<file path="src/rtl/led_mode_sequencer.sv">
// Six-LED pattern sequencer: a divided step tick drives four display modes,
// and a debounced active-low push-button cycles through them.
module led_mode_sequencer #(
  parameter int unsigned DIV      = 4500000,
  parameter int unsigned DEBOUNCE = 270000
) (
  input  logic       sys_clk,
  input  logic       sys_reset_n,
  input  logic       btn,
  output logic [5:0] leds,
  output logic [1:0] mode
);

  typedef enum logic [1:0] {ROTATE, BOUNCE, BLINK, BINARY} mode_t;
  typedef enum logic {UP, DOWN} dir_t;

  localparam logic [19:0] DB_LAST  = 20'(DEBOUNCE - 1);
  localparam logic [31:0] DIV_LAST = 32'(DIV - 1);

  logic        sync1, sync2, btn_stable, stable_d, press;
  logic [19:0] db_cnt;
  logic [31:0] tick_cnt;
  logic        tick;
  mode_t       mode_q, mode_d;
  logic [2:0]  pos, pos_n;
  dir_t        dir, dir_n;
  logic [5:0]  bin, bin_n;

  always_ff @(posedge sys_clk or negedge sys_reset_n) begin
    if (!sys_reset_n) begin
      sync1      <= 1'b1;
      sync2      <= 1'b1;
      btn_stable <= 1'b1;
      stable_d   <= 1'b1;
      db_cnt     <= '0;
    end else begin
      sync1    <= btn;
      sync2    <= sync1;
      stable_d <= btn_stable;
      if (sync2 == btn_stable) begin
        db_cnt <= '0;
      end else if (db_cnt == DB_LAST) begin
        btn_stable <= sync2;
        db_cnt     <= '0;
      end else begin
        db_cnt <= db_cnt + 20'd1;
      end
    end
  end

  // Only the falling edge of the debounced level counts as a press.
  assign press = stable_d & ~btn_stable;
  assign tick  = (tick_cnt == DIV_LAST);

  always_ff @(posedge sys_clk or negedge sys_reset_n) begin
    if (!sys_reset_n) mode_q <= ROTATE;
    else              mode_q <= mode_d;
  end

  always_comb begin
    mode_d = mode_q;
    if (press) begin
      case (mode_q)
        ROTATE:  mode_d = BOUNCE;
        BOUNCE:  mode_d = BLINK;
        BLINK:   mode_d = BINARY;
        default: mode_d = ROTATE;
      endcase
    end
  end

  always_comb begin
    pos_n = pos;
    dir_n = dir;
    if (pos > 3'd5) begin
      pos_n = '0;
      dir_n = UP;
    end else if (dir == UP) begin
      if (pos == 3'd5) begin
        pos_n = 3'd4;
        dir_n = DOWN;
      end else begin
        pos_n = pos + 3'd1;
      end
    end else begin
      if (pos == 3'd0) begin
        pos_n = 3'd1;
        dir_n = UP;
      end else begin
        pos_n = pos - 3'd1;
      end
    end
  end

  assign bin_n = bin + 6'd1;

  // A press overrides a coincident tick and restarts the step period.
  always_ff @(posedge sys_clk or negedge sys_reset_n) begin
    if (!sys_reset_n) begin
      tick_cnt <= '0;
      leds     <= 6'b111110;
      pos      <= '0;
      dir      <= UP;
      bin      <= '0;
    end else if (press) begin
      tick_cnt <= '0;
      case (mode_d)
        ROTATE: leds <= 6'b111110;
        BOUNCE: begin
          pos  <= '0;
          dir  <= UP;
          leds <= 6'b111110;
        end
        BLINK:  leds <= '1;
        default: begin
          bin  <= '0;
          leds <= '1;
        end
      endcase
    end else begin
      tick_cnt <= tick ? '0 : tick_cnt + 32'd1;
      if (tick) begin
        case (mode_q)
          ROTATE: leds <= {leds[4:0], leds[5]};
          BOUNCE: begin
            pos  <= pos_n;
            dir  <= dir_n;
            leds <= ~(6'b000001 << pos_n);
          end
          BLINK:  leds <= ~leds;
          default: begin
            bin  <= bin_n;
            leds <= ~bin_n;
          end
        endcase
      end
    end
  end

  assign mode = mode_q;

endmodule

</file>
<file path="config.mk">
export PLATFORM = sky130hd
export DESIGN_NAME = led_mode_sequencer
export DESIGN_NICKNAME = d
export VERILOG_FILES = /design/src/rtl/led_mode_sequencer.sv
export SDC_FILE = /design/constraint.sdc
export NUM_CORES = 1
export LEC_CHECK = 0
export CAP_MARGIN = 0
export CORE_ASPECT_RATIO = 0.5
export CORE_MARGIN = 1.5
export CORE_UTILIZATION = 30
export CTS_CLUSTER_DIAMETER = 60
export CTS_CLUSTER_SIZE = 16
export DETAILED_ROUTE_END_ITERATION = 7
export PLACE_DENSITY_LB_ADDON = 0.3
export RECOVER_POWER = 25
export SYNTH_ARGS = -nofsm -noshare
export SYNTH_HDL_FRONTEND = slang
export SYNTH_SLANG_ARGS = --single-unit
</file>
<file path="constraint.sdc">
create_clock -name sys_clk -period 2.8 [get_ports sys_clk]
set_clock_uncertainty 0.15 [all_clocks]
set_input_delay 0.56 -clock sys_clk [delete_from_list [all_inputs] [get_ports sys_clk]]
set_output_delay 0.56 -clock sys_clk [all_outputs]
set_load 0.01 [all_outputs]
</file>
==> impl_metrics.ini <==
[outcome]
status = finished, violations left
violations = max-capacitance violations, max-slew violations

[floorplan]
pin_count = 11
fp.dieH_um = 86.5
dieArea_um2 = 14700
core_area_um2 = 13600
start_util_pct = 30.8
die_x_um = 170
rows = 30

[global_routing]
grt.overflow.total = 0
grt_pass1_vias = 3159
grt_max_degree = 44
grt_antenna_before_repair = 0
grt.total_usage_pct = 13.3
grt_pass1_wl_mm = 15.5

[worst_setup_path]
crit_type = reg -> reg
worstSetupEndpointType = flip-flop
r2r_end = tick_cnt[23]
timing.rr.start = tick_cnt[0]
r2r_slack_ns = 0.37
worst_setup_path_start_kind = flip-flop
worst-r2r-cell-count = 7
cp.arrival_ns = 2.49
cp_max_fo = 15
cp_data_required_time_ns = 2.86

[synthesis]
synth_edf_count = 0
synth_warnings = 0
netlist_area_um2 = 4180
syn_inst = 445
async_reset_ff_share_pct = 100
synth.net_count = 457
ys_seq_area_share_pct = 44.5
ys_ff_latch = 74
syn_avg_cell_area_um2 = 9.40
synthFlopType = dfrtp_1
yosysUniqueCellTypes = 60

[final_layout]
syn2layout_area_growth_pct = 15.6
layout.cells.non_filler = 652
final_cell_area_um2 = 4830
layout-drive-gt1-share_pct = 10.9
final_nets = 467
num_antenna_cells = 0

[pwr]
p_per_area_nw_per_um2 = 517
vdd_drop_max_mv = 0.284
p_leak_nw = 2.07

[drt]
post_drt_wl_per_cell_um = 13.6
routed-via-count = 3199
drt-pass1-iter-count = 4
drc = 0
ant_nets = 0
viasPerCell = 4.91
drtIter0Drc = 236
wl_mm = 8.86

[timing]
hold_violations = 0
fin_crit_ns = 2.43
setup_tns_ns = 0
maxSlewHeadroom_pct = -24.3
whs_ns = 0.205
grt_setup_unrepaired = no
finalSetupViolations = 0
fin_crit_sh_pct = 86.8
max_freq_ghz = 0.411
slew_viol_final = 32
tightestPinTransition_ns = 1.86

[cts]
numClockSinks = 74
cts_tree = built
numCtsBuffers = 9
post-cts-setup-buffers = 0
cts_root_buf = clkbuf_16
hold_buffers = 0
cts.clk_slew.worst_paths_ns = 0.06
clock_latency_ns = 0.33
ctsResizeCount = 0
h-tree-depth = 3
clock_path_buffers = 2

[min_path]
hp-start = sync1
min_to = sync2
min_path_type = reg -> reg
min_delay_path_depth = 0

[placed_design]
gp_congestion = 0.818
placed_cell_area_um2 = 4480
port_buffers = 10
post-dp-hpwl_mm = 6.18
dp.cells = 636

[job]
drv_cap = 1
## worst max-delay path: stages (launching register included)
cell and delay [ns]:
dfrtp_1 0.37, ha_1 0.22, and4_1 0.34, and2_1 0.20
and3_1 0.40, or2_1 0.30, buf_4 0.26, nor2_1 0.07
## placed cells by master (no fill, tap or decap), drive strengths merged, types with 10 or more instances in the layout
cell	instances
and3	10
o21ai	14
inv	23
nand4	13
and4	12
buf	10
xor2	19
nor2	61
nand2	38
nand3	32
clkbuf	12
dfrtp	65
xnor2	26
## final cells by class
| class | count | area [um2] |
|---|---|---|
| clock inverters | 5 | 108 |
| flip-flops and latches | 74 | 1860 |
| multi-input cells | 329 | 2110 |
| well taps | 192 | 240 |
| repair buffers | 20 | 181 |
| fillers | 1367 | 8750 |
| clock buffers | 11 | 253 |
| inverters | 21 | 78.8 |
## worst max-delay path by stage
stage / startpoint / to / slack, ns
floorplan: tick_cnt[0] / leds[3] / 0.75
detailed placement: tick_cnt[0] / tick_cnt[28] / 0.35
finish: tick_cnt[0] / tick_cnt[23] / 0.37
global placement: tick_cnt[0] / tick_cnt[28] / 0.43
global route: tick_cnt[0] / tick_cnt[17] / 0.10
CTS: tick_cnt[0] / tick_cnt[23] / 0.35
## synth_stat cells (all sizes together) (4+ instances only)
library cell | number | share of area (%)
dfrtp | 65 | 39
nor2 | 61 | 5.9
nand2 | 38 | 3.4
nand3 | 32 | 3.8
xnor2 | 26 | 5.4
inv | 21 | 1.9
xor2 | 19 | 4.0
o21ai | 14 | 1.7
clkbuf | 13 | 1.4
nand4 | 13 | 2.5
and4 | 12 | 2.6
and3 | 10 | 1.5
dfstp | 9 | 5.7
ha | 9 | 2.7
nor3 | 9 | 1.3
buf | 8 | 1.7
nor4 | 8 | 1.6
a21oi | 7 | 0.84
or3 | 7 | 1.0
a221oi | 5 | 1.0
a22oi | 5 | 0.90
a31o | 5 | 1.0
nor2b | 5 | 0.75
o22a | 5 | 1.0
mux2i | 4 | 0.96
o211ai | 4 | 0.72
## routing by layer
metal,vias to the layer above,share of wire [%],GRT usage (%)
met1,1550,51,17.8
met2,49,44,21.1
met3,13,3.2,3.65
li1,1587,-,-
met4,0,1.5,3.86
met5,-,0,0
## cells by family after synthesis
family                   count (synthesis)  synth area share [%]
buffers and inverters                   42                  5.03
multiplexers                             5                  1.23
AO/OA/AOI/OAI                           58                  9.69
adder cells (fa/ha/maj)                  9                  2.69
flip-flops                              74                  44.5
AND/OR/NAND/NOR                        212                  27.4
XOR/XNOR                                45                  9.42
## power breakdown
part           internal [mW]  total (mW)  switching (mW)
combinational        0.00882      0.0387          0.0298
clock                  0.926        1.38           0.455
sequential              1.08        1.08         0.00290
total                   2.01        2.50           0.488
## flip-flops by register name (all words and copies together), names as in the netlist
register	cells
stable_d	1
leds	6
sync1	1
mode	2
pos	3
tick_cnt	32
btn_stable	1
dir	1
bin	6
sync2	1
db_cnt	20
## stage by stage
| stage | power (mW) | worst slack, ns | utilization (%) |
|---|---|---|---|
| 5_1_grt | 2.58 | 0.104 | 35.6 |
| 3_5_place_dp | 1.14 | 0.352 | 32.9 |
| 2_1_floorplan | 1.11 | 0.746 | - |
| 6_report | 2.50 | 0.368 | 35.6 |
| 3_3_place_gp | 1.14 | 0.431 | 32.9 |
| 4_1_cts | 2.53 | 0.350 | 35.6 |
Note: power is estimated with default switching activity, not from simulation.
